--- src/rtl/array_reader.sv ---
// Array reader: reads len entries from start_addr through a 1-cycle-latency array port and
// streams {out_addr, out_data} over valid/ready. Optional macro: ARRAY_READER_SKIP_ZERO_EN.
module array_reader #(
    parameter int ADDR_W = 8,
    parameter int DATA_W = 8
) (
    input  logic              clk,
    input  logic              reset,
    input  logic              start,
    input  logic [ADDR_W-1:0] start_addr,
    input  logic [ADDR_W:0]   len,
    output logic              rd_en,
    output logic [ADDR_W-1:0] rd_addr,
    input  logic [DATA_W-1:0] rd_data,
    output logic              out_valid,
    input  logic              out_ready,
    output logic [DATA_W-1:0] out_data,
    output logic [ADDR_W-1:0] out_addr,
    output logic              busy,
    output logic              done,
    output logic [2:0]        dbg_state
);

    typedef enum logic [2:0] {
        S_IDLE = 3'd0,
        S_RD   = 3'd1,
        S_CAP  = 3'd2,
        S_OUT  = 3'd3,
        S_FIN  = 3'd4
    } state_t;

    localparam logic [ADDR_W-1:0] ADDR_ONE = {{(ADDR_W-1){1'b0}}, 1'b1};

    state_t            r_state;
    state_t            w_state_nxt;
    logic [ADDR_W-1:0] r_cur_addr;
    logic [ADDR_W-1:0] w_cur_nxt;
    logic [ADDR_W-1:0] r_remaining;
    logic [ADDR_W-1:0] w_rem_nxt;
    logic [ADDR_W-1:0] w_rem_init;
    logic [ADDR_W-1:0] r_out_addr;
    logic [ADDR_W-1:0] w_oaddr_nxt;
    logic [DATA_W-1:0] r_out_data;
    logic [DATA_W-1:0] w_odata_nxt;
    logic              w_last;

    // Remaining count after the first entry; any len with the top bit set is clamped to a full sweep.
    assign w_rem_init = len[ADDR_W] ? '1 : (len[ADDR_W-1:0] - ADDR_ONE);
    assign w_last     = (r_remaining == '0);

    always_ff @(posedge clk) begin
        if (reset) begin
            r_state     <= S_IDLE;
            r_cur_addr  <= '0;
            r_remaining <= '0;
            r_out_addr  <= '0;
            r_out_data  <= '0;
        end else begin
            r_state     <= w_state_nxt;
            r_cur_addr  <= w_cur_nxt;
            r_remaining <= w_rem_nxt;
            r_out_addr  <= w_oaddr_nxt;
            r_out_data  <= w_odata_nxt;
        end
    end

    // Handshake: out_valid is high for the whole of OUT with out_data/out_addr frozen;
    // an entry transfers on the first clock edge that sees out_valid=1 and out_ready=1.
    always_comb begin
        w_state_nxt = r_state;
        w_cur_nxt   = r_cur_addr;
        w_rem_nxt   = r_remaining;
        w_oaddr_nxt = r_out_addr;
        w_odata_nxt = r_out_data;
        case (r_state)
            S_IDLE: begin
                if (start) begin
                    if (len == '0) begin
                        w_state_nxt = S_FIN;
                    end else begin
                        w_cur_nxt   = start_addr;
                        w_rem_nxt   = w_rem_init;
                        w_state_nxt = S_RD;
                    end
                end
            end
            S_RD: begin
                w_state_nxt = S_CAP;
            end
            S_CAP: begin
                w_odata_nxt = rd_data;
                w_oaddr_nxt = r_cur_addr;
                w_state_nxt = S_OUT;
`ifdef ARRAY_READER_SKIP_ZERO_EN
                // Zero entries are consumed from len but never reach the stream.
                if (rd_data == '0) begin
                    w_odata_nxt = r_out_data;
                    w_oaddr_nxt = r_out_addr;
                    if (w_last) begin
                        w_state_nxt = S_FIN;
                    end else begin
                        w_cur_nxt   = r_cur_addr + ADDR_ONE;
                        w_rem_nxt   = r_remaining - ADDR_ONE;
                        w_state_nxt = S_RD;
                    end
                end
`endif
            end
            S_OUT: begin
                if (out_ready) begin
                    if (w_last) begin
                        w_state_nxt = S_FIN;
                    end else begin
                        w_cur_nxt   = r_cur_addr + ADDR_ONE;
                        w_rem_nxt   = r_remaining - ADDR_ONE;
                        w_state_nxt = S_RD;
                    end
                end
            end
            S_FIN: begin
                w_state_nxt = S_IDLE;
            end
            default: begin
                w_state_nxt = S_IDLE;
            end
        endcase
    end

    assign rd_en     = (r_state == S_RD);
    assign rd_addr   = r_cur_addr;
    assign out_valid = (r_state == S_OUT);
    assign out_data  = r_out_data;
    assign out_addr  = r_out_addr;
    assign busy      = (r_state != S_IDLE);
    assign done      = (r_state == S_FIN);
    assign dbg_state = r_state;

endmodule

--- config.mk ---
export PLATFORM = sky130hd
export DESIGN_NAME = array_reader
export DESIGN_NICKNAME = d
export VERILOG_FILES = /design/src/rtl/array_reader.sv
export SDC_FILE = /design/constraint.sdc
export NUM_CORES = 1
export LEC_CHECK = 0
export ABC_AREA = 1
export BUFFER_PORTS_ARGS = -buffer_cell sky130_fd_sc_hd__buf_2
export CAP_MARGIN = 25
export CORE_MARGIN = 2
export CORE_UTILIZATION = 52
export DETAILED_ROUTE_END_ITERATION = 12
export PLACE_DENSITY = 0.8
export SYNTH_ARGS = -nofsm -noshare
export SYNTH_HDL_FRONTEND = slang
export SYNTH_SLANG_ARGS = --single-unit
--- constraint.sdc ---
create_clock -name clk -period 1.9 [get_ports clk]
set_clock_uncertainty 0.15 [all_clocks]
set_input_delay 0.285 -clock clk [delete_from_list [all_inputs] [get_ports clk]]
set_output_delay 0.285 -clock clk [all_outputs]
set_load 0.005 [all_outputs]
==> reports/qor.yml <==
setup_path:
  critical_path.max_stage_delay_ps: 430
  critPathKind: "reg2out"
  crit_path_cell_trace: "nand2_1, nor2_4, buf_4, buf_2"
  setup.worst_path.start_class: "flop"
  r2r.worst_path.cells: 10
  rrSetupSlack_ps: 160
  worst-path-buf-inv: 2
  critical_path.max_fanout: 11
  critical-path-slowest-cell: "dfxtp_1"
  critPathArrivalTime_ps: 1340
  worst-endpoint-required_ps: 1460
  r2r-start: "r_remaining[0]"
  critical_path.top_delay_family: "flip-flops"
  worst_setup_path_end_kind: "primary output"
  worst_r2r_endpoint: "r_remaining[5]"
drt:
  routed_via_density: 5.026
  via_count: 2307
  wire_length_per_cell_after_detailed_routing_um: 11.36
  totalWireLength_mm: 5.214
  ant_nets: 0
  detail_route.drc_violations: 0
  drt_pass1_iterations: 4
  detailedRoute.firstIterationViolations: 136
place:
  gp_congestion: 0.9148
  port_buffers: 59
  dpl_cell_area_um2: 2459
  place_inst: 451
  detailedPlace.worstSlack_ps: 107.9
  detailed_place_hpwl_mm: 3.882
sta:
  slew_viol_final: 0
  timing_worst_slew_pin_value_ps: 470.7
  fin_crit_sh_pct: 93.35
  timing.max_slew.rel_slack_pct: 68.59
  max_clock_freq_mhz: 563.8
  finalHoldViolCount: 0
  unrepaired_setup_endpoints_after_global_routing: "false"
  final.setup.worst_slack_ps: 126.3
  setup_tns_ps: 0
  hold-worst-slack_ps: 40.92
  final-setup-viol-count: 0
  finalWorstPathRequiredPeriod_ps: 1774
synthesis:
  post_synth_and_or_nand_nor_area_fraction_pct: 42.96
  synth_top_area_share_pct: 34.13
  cell_variety_after_synth: 22
  post_synth.cell_area_avg_um2: 5.986
  synth_xor_area_share_pct: 0.8531
  synth.cell_area_um2: 2053
  syn_inst: 343
  synth-adder-area-share_pct: 1.828
  netlist.top_cell.by_area: "dfxtp_1"
  complex_gate_fraction_of_the_synthesized_area_pct: 9.567
  synth_sequential_area_ratio_pct: 34.13
  synth.top_cells.by_area: "dfxtp_1 (34%), nand2_1 (19%), nor2_1 (13%), nand3_1 (7.1%), inv_1 (6.9%)"
  postSynthRegisterBits: 35
  synthMuxAreaShare_pct: 0
  synth.yosys.warnings: 0
  synth_top_family_by_area: "simple AND/OR/NAND/NOR gates"
  mappedNetlistNets: 375
floorplan:
  die_width_um: 66.84
  die-height_um: 66.84
  placementRows: 22
  io-pin-count: 60
  fp.dieArea_um2: 4467
  floorplan.initialDensity_pct: 55.25
  core_area_um2: 3716
finish:
  final.fill_count: 347
  final_cells: 459
  layout_commonest_cell: "nand2_1"
  layout.core_utilization_pct: 69.19
  final_cell_mix: "nand2_1 (102), nor2_1 (69), buf_2 (59), inv_1 (38), dfxtp_1 (35)"
  final_nets: 442
  drive_gt1_share_pct: 21.17
  post-route-cell-area_um2: 2571
  layout-area-overhead-vs-synth_pct: 25.23
  antennaDiodeCount: 0
cts:
  cts_sinks: 35
  ctsHtreeMaxLevel: 2
  numCtsBuffers: 5
  clockRootBuffer: "clkbuf_8"
  cts_tree: "done"
  clock_pin_slew_of_the_registers_on_the_worst_case_setup_and_hold_paths_ps: 80
  clock_tree_buf_depth: 2
  cts_setup_buffers: 0
  worst_skew_pair.late_latency_ps: 290
  cts_hold_repair.buffers: 0
  cts_repair_resize_count: 0
pwr:
  cellLeakagePower_nw: 1.415
  vdd_drop_max_uv: 815.8
  power_density_nw_per_um2: 1071
  totalPowerFinal_mw: 2.754
min_path:
  hp-class: "in2reg"
  holdPathEnd: "dbg_state[0]"
  min_path_cells: 2
  hold_path_startpoint: "reset"
status:
  status: "finished, final reports clean"
global_routing:
  antenna_violations_before_repair: 0
  first_global_vias: 2075
  grt_max_degree: 22
  grt_usage_pct: 25.56
  globalRouteOverflowTotal: 0
  grt_first_pass_wirelength_mm: 8.742
job:
  cap_violations: 0
-- registers in the layout (all words and copies together) (netlist names) --
signal,flops
r_remaining,8
rd_addr,8
out_addr,8
dbg_state,3
out_data,8
-- cell families after synthesis --
family	count (synthesis)
simple gates	212
buf+inv	52
flops	35
xor+xnor	2
fa+ha+maj	3
compound gates	39
-- synthesized netlist by cell type, drive strengths merged --
master	instances
o21ai	26
xor2	1
nand2	102
clkbuf	6
xnor2	1
nor2	72
or2	1
nand3	30
dfxtp	35
ha	3
inv	41
buf	5
nor3	1
a31oi	1
nand4	6
a21oi	12
-- per-layer routing --
layer  share of wire (%)  GRT usage (%)  vias up
met1                  47          33.30     1011
met3                 7.2          5.405        5
met2                  45          42.38       79
met5                   0              0        -
li1                    -              -     1212
met4                 1.2          7.398        0
-- cell type report --
type	count	area (um^2)	area share, %
Clock buffer	5	68.82	2.676
Clock inverter	3	43.79	1.703
Inverter	41	153.9	5.985
Multi-Input combinational cell	256	1134	44.09
Sequential cell	35	700.7	27.25
Tap cell	48	60.06	2.336
Timing Repair Buffer	71	410.4	15.96
-- power by group --
part	leakage (nW)	internal [mW]	total, mW	switching (mW)
combinational	1.07	0.438	1.05	0.609
sequential	0.289	0.885	1.02	0.131
clock	0.0581	0.391	0.691	0.300
total	1.41	1.71	2.75	1.04
-- worst max path at each step --
stage                         from              to  slack, ps  cells past startpoint
floorplan           r_remaining[0]  r_remaining[0]        250                     10
global placement            len[0]      rd_addr[7]        180                     11
detailed placement          len[0]  r_remaining[5]        110                     11
CTS                   dbg_state[0]       out_valid        120                      4
global route        r_remaining[0]      rd_addr[0]         40                     10
finish                dbg_state[0]       out_valid        130                      4
Power figures use the tool's default switching activity.
